[src/rtl/alu_pkg.sv]
// rtl/alu_pkg.sv - opcodes, FSM encoding and opcode legality check for the multi-cycle ALU
package alu_pkg;

    localparam logic [3:0] OP_ADD  = 4'd0;
    localparam logic [3:0] OP_AND  = 4'd1;
    localparam logic [3:0] OP_OR   = 4'd2;
    localparam logic [3:0] OP_XOR  = 4'd3;
    localparam logic [3:0] OP_SUB  = 4'd4;
    localparam logic [3:0] OP_SLL  = 4'd5;
    localparam logic [3:0] OP_SRL  = 4'd6;
    localparam logic [3:0] OP_SRA  = 4'd7;
    localparam logic [3:0] OP_MUL  = 4'd8;
    localparam logic [3:0] OP_BEQ  = 4'd9;
    localparam logic [3:0] OP_BNE  = 4'd10;
    localparam logic [3:0] OP_BLT  = 4'd11;
    localparam logic [3:0] OP_BLTU = 4'd12;

    typedef enum logic [1:0] {
        S_IDLE = 2'd0,
        S_MUL  = 2'd1,
        S_DONE = 2'd2
    } state_t;

    function automatic logic is_legal_op(input logic [3:0] op);
        return (op <= OP_BLTU);
    endfunction

endpackage

[src/rtl/alu_mul_iter.sv]
// rtl/alu_mul_iter.sv - shift-add multiplier, one multiplier bit per cycle, low DW bits of a*b
module alu_mul_iter #(
    parameter int DW = 8
) (
    input  logic          clk,
    input  logic          rst_n,
    input  logic          flush,
    input  logic          start,
    input  logic [DW-1:0] a,
    input  logic [DW-1:0] b,
    output logic          done,
    output logic [DW-1:0] prod
);

    localparam int CW = $clog2(DW);

    logic [DW-1:0] mcand_q, mcand_d;
    logic [DW-1:0] mplr_q, mplr_d;
    logic [DW-1:0] acc_q, acc_d;
    logic [CW-1:0] cnt_q, cnt_d;
    logic          run_q, run_d;
    logic [DW-1:0] step_sum;

    // The last bit is folded in combinationally so the product is ready on the DW-th edge.
    always_comb begin
        step_sum = acc_q + (mplr_q[0] ? mcand_q : '0);
        done     = run_q && (cnt_q == CW'(DW - 1));
        prod     = step_sum;
    end

    always_comb begin
        mcand_d = mcand_q;
        mplr_d  = mplr_q;
        acc_d   = acc_q;
        cnt_d   = cnt_q;
        run_d   = run_q;
        if (flush) begin
            mcand_d = '0;
            mplr_d  = '0;
            acc_d   = '0;
            cnt_d   = '0;
            run_d   = 1'b0;
        end else if (start) begin
            mcand_d = a;
            mplr_d  = b;
            acc_d   = '0;
            cnt_d   = '0;
            run_d   = 1'b1;
        end else if (run_q) begin
            acc_d   = step_sum;
            mcand_d = mcand_q << 1;
            mplr_d  = mplr_q >> 1;
            cnt_d   = cnt_q + CW'(1);
            run_d   = !done;
        end
    end

    always_ff @(posedge clk or negedge rst_n) begin
        if (!rst_n) begin
            mcand_q <= '0;
            mplr_q  <= '0;
            acc_q   <= '0;
            cnt_q   <= '0;
            run_q   <= 1'b0;
        end else begin
            mcand_q <= mcand_d;
            mplr_q  <= mplr_d;
            acc_q   <= acc_d;
            cnt_q   <= cnt_d;
            run_q   <= run_d;
        end
    end

endmodule

[src/rtl/alu_multicycle.sv]
// rtl/alu_multicycle.sv - execute-stage ALU with valid/ready channels, iterative multiply and flush
module alu_multicycle
    import alu_pkg::*;
#(
    parameter int DW   = 8,
    parameter int IMMW = 6
) (
    input  logic            clk,
    input  logic            rst_n,
    input  logic            flush,
    input  logic            in_valid,
    output logic            in_ready,
    input  logic [3:0]      op,
    input  logic [DW-1:0]   a,
    input  logic [DW-1:0]   b,
    input  logic [IMMW-1:0] imm,
    output logic            out_valid,
    input  logic            out_ready,
    output logic [DW-1:0]   result,
    output logic            taken,
    output logic            err,
    output logic            busy
);

    localparam int SHW = $clog2(DW);

    state_t        state_q, state_d;
    logic [DW-1:0] result_q, result_d;
    logic          taken_q, taken_d;
    logic          err_q, err_d;

    logic          accept;
    logic          mul_start;
    logic          mul_done;
    logic [DW-1:0] mul_prod;

    logic [SHW-1:0] shamt;
    logic [DW-1:0]  imm_sx;
    logic [DW-1:0]  alu_res;
    logic           alu_taken;
    logic           alu_err;
    logic           is_branch;
    logic           cond;

    assign in_ready  = !flush && ((state_q == S_IDLE) || ((state_q == S_DONE) && out_ready));
    assign accept    = in_valid && in_ready;
    assign mul_start = accept && (op == OP_MUL);

    alu_mul_iter #(.DW(DW)) u_mul (
        .clk   (clk),
        .rst_n (rst_n),
        .flush (flush),
        .start (mul_start),
        .a     (a),
        .b     (b),
        .done  (mul_done),
        .prod  (mul_prod)
    );

    always_comb begin
        shamt     = b[SHW-1:0];
        imm_sx    = DW'($signed(imm));
        alu_res   = '0;
        is_branch = 1'b0;
        cond      = 1'b0;
        alu_err   = !is_legal_op(op);
        case (op)
            OP_ADD:  alu_res = a + b;
            OP_AND:  alu_res = a & b;
            OP_OR:   alu_res = a | b;
            OP_XOR:  alu_res = a ^ b;
            OP_SUB:  alu_res = a - b;
            OP_SLL:  alu_res = a << shamt;
            OP_SRL:  alu_res = a >> shamt;
            OP_SRA:  alu_res = $signed(a) >>> shamt;
            OP_BEQ:  begin is_branch = 1'b1; cond = (a == b); end
            OP_BNE:  begin is_branch = 1'b1; cond = (a != b); end
            OP_BLT:  begin is_branch = 1'b1; cond = ($signed(a) < $signed(b)); end
            OP_BLTU: begin is_branch = 1'b1; cond = (a < b); end
            default: alu_res = '0;
        endcase
        alu_taken = is_branch && cond;
        if (is_branch) begin
            alu_res = cond ? imm_sx : DW'(1);
        end
    end

    // Flush wins over everything, including a result handshake or a coincident accept.
    always_comb begin
        state_d  = state_q;
        result_d = result_q;
        taken_d  = taken_q;
        err_d    = err_q;
        if (flush) begin
            state_d  = S_IDLE;
            result_d = '0;
            taken_d  = 1'b0;
            err_d    = 1'b0;
        end else begin
            case (state_q)
                S_IDLE, S_DONE: begin
                    if (accept) begin
                        if (op == OP_MUL) begin
                            state_d = S_MUL;
                        end else begin
                            state_d  = S_DONE;
                            result_d = alu_res;
                            taken_d  = alu_taken;
                            err_d    = alu_err;
                        end
                    end else if ((state_q == S_DONE) && out_ready) begin
                        state_d = S_IDLE;
                    end
                end
                S_MUL: begin
                    if (mul_done) begin
                        state_d  = S_DONE;
                        result_d = mul_prod;
                        taken_d  = 1'b0;
                        err_d    = 1'b0;
                    end
                end
                default: state_d = S_IDLE;
            endcase
        end
    end

    always_ff @(posedge clk or negedge rst_n) begin
        if (!rst_n) begin
            state_q  <= S_IDLE;
            result_q <= '0;
            taken_q  <= 1'b0;
            err_q    <= 1'b0;
        end else begin
            state_q  <= state_d;
            result_q <= result_d;
            taken_q  <= taken_d;
            err_q    <= err_d;
        end
    end

    assign out_valid = (state_q == S_DONE);
    assign busy      = (state_q == S_MUL);
    assign result    = result_q;
    assign taken     = taken_q;
    assign err       = err_q;

endmodule

[config.mk]
export PLATFORM = sky130hd
export DESIGN_NAME = alu_multicycle
export DESIGN_NICKNAME = d
export VERILOG_FILES = /design/src/rtl/alu_pkg.sv /design/src/rtl/alu_mul_iter.sv /design/src/rtl/alu_multicycle.sv
export SDC_FILE = /design/constraint.sdc
export NUM_CORES = 1
export LEC_CHECK = 0
export CAP_MARGIN = 15
export CELL_PAD_IN_SITES_DETAIL_PLACEMENT = 2
export CELL_PAD_IN_SITES_GLOBAL_PLACEMENT = 2
export CORE_AREA = 2 2 109 111
export CTS_BUF_LIST = sky130_fd_sc_hd__clkbuf_4
export CTS_CLUSTER_SIZE = 25
export DETAILED_ROUTE_END_ITERATION = 16
export DIE_AREA = 0 0 111 113
export PLACE_DENSITY_LB_ADDON = 0.1
export SYNTH_ARGS = -nofsm -noshare
export SYNTH_HDL_FRONTEND = slang
export SYNTH_SLANG_ARGS = --single-unit
[constraint.sdc]
create_clock -name clk -period 4.5 [get_ports clk]
set_clock_uncertainty 0.05 [all_clocks]
set_input_delay 0.675 -clock clk [delete_from_list [all_inputs] [get_ports clk]]
set_output_delay 0.675 -clock clk [all_outputs]
set_load 0.02 [all_outputs]
Word-level counts from Yosys, hierarchy flattened

Cells that the tools add are included.

Add/sub/neg operators: 4
Order comparisons: 3
Equality and inequality tests: 21
Shifts and indexed selects: 3
Muxes and demuxes: 41
Bitwise operators: 3
Reductions and logical operators: 18

Operators with widths:

| operator             | count |
|---|---|
| $mux W8              | 16 |
| $pmux W8 S8          | 1 |
| $eq A4 B4 Y1 const B | 5 |
| $add A8 B8 Y8        | 2 |
| $eq A4 B3 Y1 const B | 4 |
| $lt A8 B8 Y1         | 2 |
| $pmux W8 S2          | 1 |
| $mux W1              | 11 |
| $mux W2              | 5 |
| $mux W3              | 3 |
| $and A8 B8 Y8        | 1 |
| $eq A4 B2 Y1 const B | 2 |
| $eq A8 B8 Y1         | 1 |
| $ne A8 B8 Y1         | 1 |
| $or A8 B8 Y8         | 1 |
| $shl A8 B3 Y8        | 1 |
| $shr A8 B3 Y8        | 1 |
| $sshr A8 B3 Y8       | 1 |
| $sub A8 B8 Y8        | 1 |
| $xor A8 B8 Y8        | 1 |
| $logic_and A1 B1 Y1  | 6 |
| $ne A3 B3 Y1 const B | 2 |
| $reduce_bool A3 Y1   | 2 |
| $eq A4 B1 Y1 const B | 1 |
| 18 further kinds     | 21 |

Bits in registers: 40
Input port bits: 31
Output and inout port bits: 13
Word-level logic and storage cells: 102

Depth between registers and ports, before layout

Depth after elaboration: 8
Gate-level depth with buffers: 11
Mapped depth without buffers: 10

Modules after synthesis

A second synthesis with hierarchy kept.

Cell total of the unflattened synthesis: 540
Area total of the unflattened synthesis: 4305.4 um^2

By module, submodules not included:

| module         | instances | cells an instance | area an instance (um^2) | seq. area each (um^2) |
|---|---|---|---|---|
| alu_multicycle | 1         | 360               | 2612.5                  | 300.3 |
| alu_mul_iter   | 1         | 180               | 1692.9                  | 700.7 |

Worst setup path after synthesis

Ideal clock, no wire load.

Path kind: input-to-reg
Start point: input port a[7]
End point: register result_q[3], in the netlist result[3]
Library setup time: 122 ps
Arrival: 2706 ps
Data required time: 4328 ps
Slack: 1623 ps
Stages: 10
Buffers on the path: 2
Path through: clkbuf_1 > inv_1 > ha_1 > buf_6 > nor4_2 > a21oi_1 > a31oi_1 > o32ai_2 > a221o_1 > a32o_1

Word-level cells in the longest chain between the ends: 8
Elaborated cells on any way between the ends: 15
Classes of those cells: order compare (2); eq/ne (2); shift (3); mux (8)

Ends and longest elaborated chain:

| element                                    | RTL line              | RTL |
|---|---|---|
| start, declared                            | alu_multicycle.sv:14  | `input logic [DW-1:0] a,` |
| $lt A8 B8 Y1, or another cell as far along | alu_multicycle.sv:79  | `OP_BLTU: begin is_branch = 1'b1; cond = (a < b); end` |
| $pmux W1 S4                                | alu_multicycle.sv:67  | `case (op)` |
| $mux W8                                    | alu_multicycle.sv:84  | `alu_res = cond ? imm_sx : DW'(1);` |
| $mux W8 *                                  | alu_multicycle.sv:83  | `if (is_branch) begin` |
| $mux W8 *                                  | alu_multicycle.sv:103 | `if (op == OP_MUL) begin` |
| $mux W8 *                                  | alu_multicycle.sv:102 | `if (accept) begin` |
| $pmux W8 S2 *                              | alu_multicycle.sv:100 | `case (state_q)` |
| $mux W8 *                                  | alu_multicycle.sv:94  | `if (flush) begin` |
| end signal, assigned                       | alu_multicycle.sv:136 | `result_q <= result_d;` |
| end, declared                              | alu_multicycle.sv:28  | `logic [DW-1:0] result_q, result_d;` |

Mark *: on every way between the ends. The rest lies on a longest branch, timed or not. The select of a mux whose other input is x is not followed.
A chain may end at the register's enable or synchronous reset.

Worst setup path after layout

Start point: input port a[6]
End point: register result_q[7], in the netlist result[7]

The elaborated chain is that of the path after synthesis.

==> impl_metrics.tcl <==
set metrics [dict create \
    clock_sinks 40 \
    nNetsFinal 617 \
    diodes 0 \
    setup_viol 0 \
    yosysTopAreaCell "dfrtp_1" \
    drt_wl_total_mm 16.5 \
    finish.instance_area_um2 4920 \
    netlist_area_um2 4370 \
    reg2reg_from "u_mul.mplr_q[0]" \
    clockRootBuffer "clkbuf_4" \
    gp_congestion 0.919 \
    ant_nets 0 \
    synth_seq_area_share_pct 22.9 \
    slew_headroom_pct 36.5 \
    power_switching_uw 342 \
    grt_pass1_wl_mm 26.4 \
    grt_usage_pct 26.8 \
    ys_warn_count 0 \
    core-area_um2 11300 \
    max_freq_mhz 279 \
    async_flop_share_pct 100 \
    ys.flop_type "dfrtp_1" \
    use_met3_pct 3.59 \
    syn_nets 588 \
    grt_start_max_net_pins 41 \
    cap_violations 0 \
    switching_share_pct 37.3 \
    cts-resized-gates 0 \
    min_path_type "input pin to async pin" \
    min_period_ns 3.58 \
    startpoint "a[6]" \
    crit_path_start_kind "input pin" \
    worstSetupPathType "input pin to register" \
    vias 4254 \
    instances_no_fill 692 \
    status "finished, final reports clean" \
    n_fill_cell 1294 \
    drt_iter0_markers 244 \
    vias_per_cell 6.15 \
    syn_to_final_growth_pct 12.8 \
    overflow 0 \
    intPower_uw 575 \
    die_h_um 113 \
    first_pass_iters 4 \
    synth_top_area_share_pct 22.9 \
    hold_viol_final 0 \
    final-max-slew-violation-count 0 \
    postPlaceCellArea_um2 4870 \
    dp.cells 684 \
    synth_edf_count 0 \
    busiest_layer "met2" \
    pwr-share-comb_pct 37.9 \
    end_kind "register" \
    rsz0062_at_grt "no" \
    drc_errors 0 \
    clock_latency_ns 0.35 \
    htreeDepth 2 \
    synthTopCellsByArea "dfrtp_1 (23%), ha_1 (10%), mux2i_1 (8.7%)" \
    seq_area_um2 1000 \
    use_met2_pct 41.9 \
    synth-seq-cells 40 \
    cp_max_fo 15 \
    power_frac_seq_pct 40.8 \
    wl_per_cell_um 23.8 \
    post_cts_buffers 0 \
    mostFrequentLayoutCells "nor2_1 (69), clkdlybuf4s50_1 (42), dfrtp_1 (40)" \
    worstPathRequired_ns 4.67 \
    std_cell_rows 39 \
    fin_crit_sh_pct 79.6 \
    dieArea_um2 12500 \
    hpwl_mm 12.9 \
    postSynthAreaPerCell_um2 8.41 \
    initial_utilization_pct 38.7 \
    tightest_slew_ns 0.952 \
    io_pins 44 \
    dieWidth_um 111 \
    final_common_cell "nor2_1" \
    total_leakage_power_nw 2.04 \
    power_density_nw_per_um2 186 \
    grt_pass1_vias 4590 \
    finalSetupTns_ns 0 \
    cts.clk_slew.worst_paths_ns 0.12 \
    cts_inserted_buffers 5 \
    synth_cell_type_count 72 \
    ir_drop_mv 0.117 \
    syn_inst 519 \
    cts_max_path_buffers 2 \
    antenna_found_initial 0 \
    worst-endpoint-arrival_ns 3.76 \
    power.share.clock_pct 21.3 \
    io_buffers 43 \
    hold_buffers 0 \
    multi_input_comb_area_um2 3060 \
    layout-drive-gt1-share_pct 7.83 \
    tritoncts "built" \
    gr-usage-met1_pct 38.9 \
]
==> power by group through the flow <==
stage	clock network [mW]	registers, mW	logic [mW]
floorplan	0	0.385	0.205
global placement	0	0.380	0.333
detailed placement	0	0.381	0.343
CTS	0.200	0.374	0.344
global route	0.221	0.375	0.375
finish	0.195	0.374	0.348
==> final timing paths <==
kind                                   endpoint  slack, ns  cells after the start
worst min register to register              err       0.45                      2
worst min-delay path            u_mul.mplr_q[4]       0.41                      1
worst max-delay path                  result[7]       0.92                      9
min in group clk                            err       0.45                      2
max in group asynchronous                 taken       3.40                      1
worst max register to register   u_mul.acc_q[6]       1.79                      9
==> worst max-delay path: stages <==
cell	delay, ns
clkdlybuf4s50_1	0.81
inv_1	0.10
ha_1	0.51
or3_1	0.38
a2111oi_0	0.42
a2111oi_0	0.19
xor2_1	0.18
a211oi_1	0.34
o221ai_1	0.15
==> cell type report <==
| cell class | count | area share (%) |
|---|---|---|
| multi-input cells | 417 | 62.2 |
| inverters | 29 | 2.21 |
| clock inverters | 1 | 0.0762 |
| well taps | 143 | 3.63 |
| clock buffers | 7 | 1.07 |
| flip-flops and latches | 40 | 20.3 |
| repair buffers | 55 | 10.5 |
==> per-stage QoR <==
| step | hold WS, ns | power, mW | utilization (%) | worst slack (ns) |
|---|---|---|---|---|
| finish | 0.412 | 0.917 | 43.7 | 0.917 |
| global placement | 0.419 | 0.714 | 43.2 | 0.693 |
| global route | 0.458 | 0.971 | 43.7 | 0.790 |
| CTS | 0.430 | 0.917 | 43.7 | 0.983 |
| detailed placement | 0.427 | 0.723 | 43.2 | 0.595 |
| floorplan | 0.329 | 0.589 | - | 1.62 |
==> cell families (layout without fill, tap and decap cells) <==
| kind of cell | count (synthesis) | in the layout | share of synthesized area, % |
|---|---|---|---|
| adders and majority gates | 38 | 38 | 11.4 |
| and+or+nand+nor | 189 | 189 | 21.7 |
| xor gates and xnor gates | 12 | 12 | 2.41 |
| DFF | 40 | 40 | 22.9 |
| buffers and inverters | 62 | 92 | 6.88 |
| AOI/OAI and AO/OA | 131 | 131 | 22.0 |
| muxes | 47 | 47 | 12.7 |
==> layer usage <==
metal	vias to the layer above	wire, µm
met5	-	0
met2	141	7430
met1	2136	7720
met4	0	442
li1	1947	-
met3	30	872
==> state kept, by name (all words and copies together) (netlist names) <==
name / flops
state_q: 2
u_mul.mcand_q: 8
u_mul.run_q: 1
taken: 1
u_mul.mplr_q: 8
u_mul.cnt_q: 3
result: 8
u_mul.acc_q: 8
err: 1
==> synthesized netlist by cell type (5+ instances only) <==
cell / instances
dfrtp_1: 40
inv_1: 28
a21oi_1: 23
nor2b_1: 12
nor2_1: 69
xnor2_1: 9
a211oi_1: 22
or3_1: 5
and2_1: 13
nand2b_1: 11
buf_2: 9
nor3_1: 8
nand3_1: 15
a31oi_1: 7
o2111ai_1: 5
o221ai_1: 5
o21ai_0: 19
o31ai_1: 7
mux4_2: 5
buf_4: 6
mux2i_1: 38
ha_1: 35
nand2_1: 32
clkbuf_1: 13
Power figures use the tool's default switching activity.
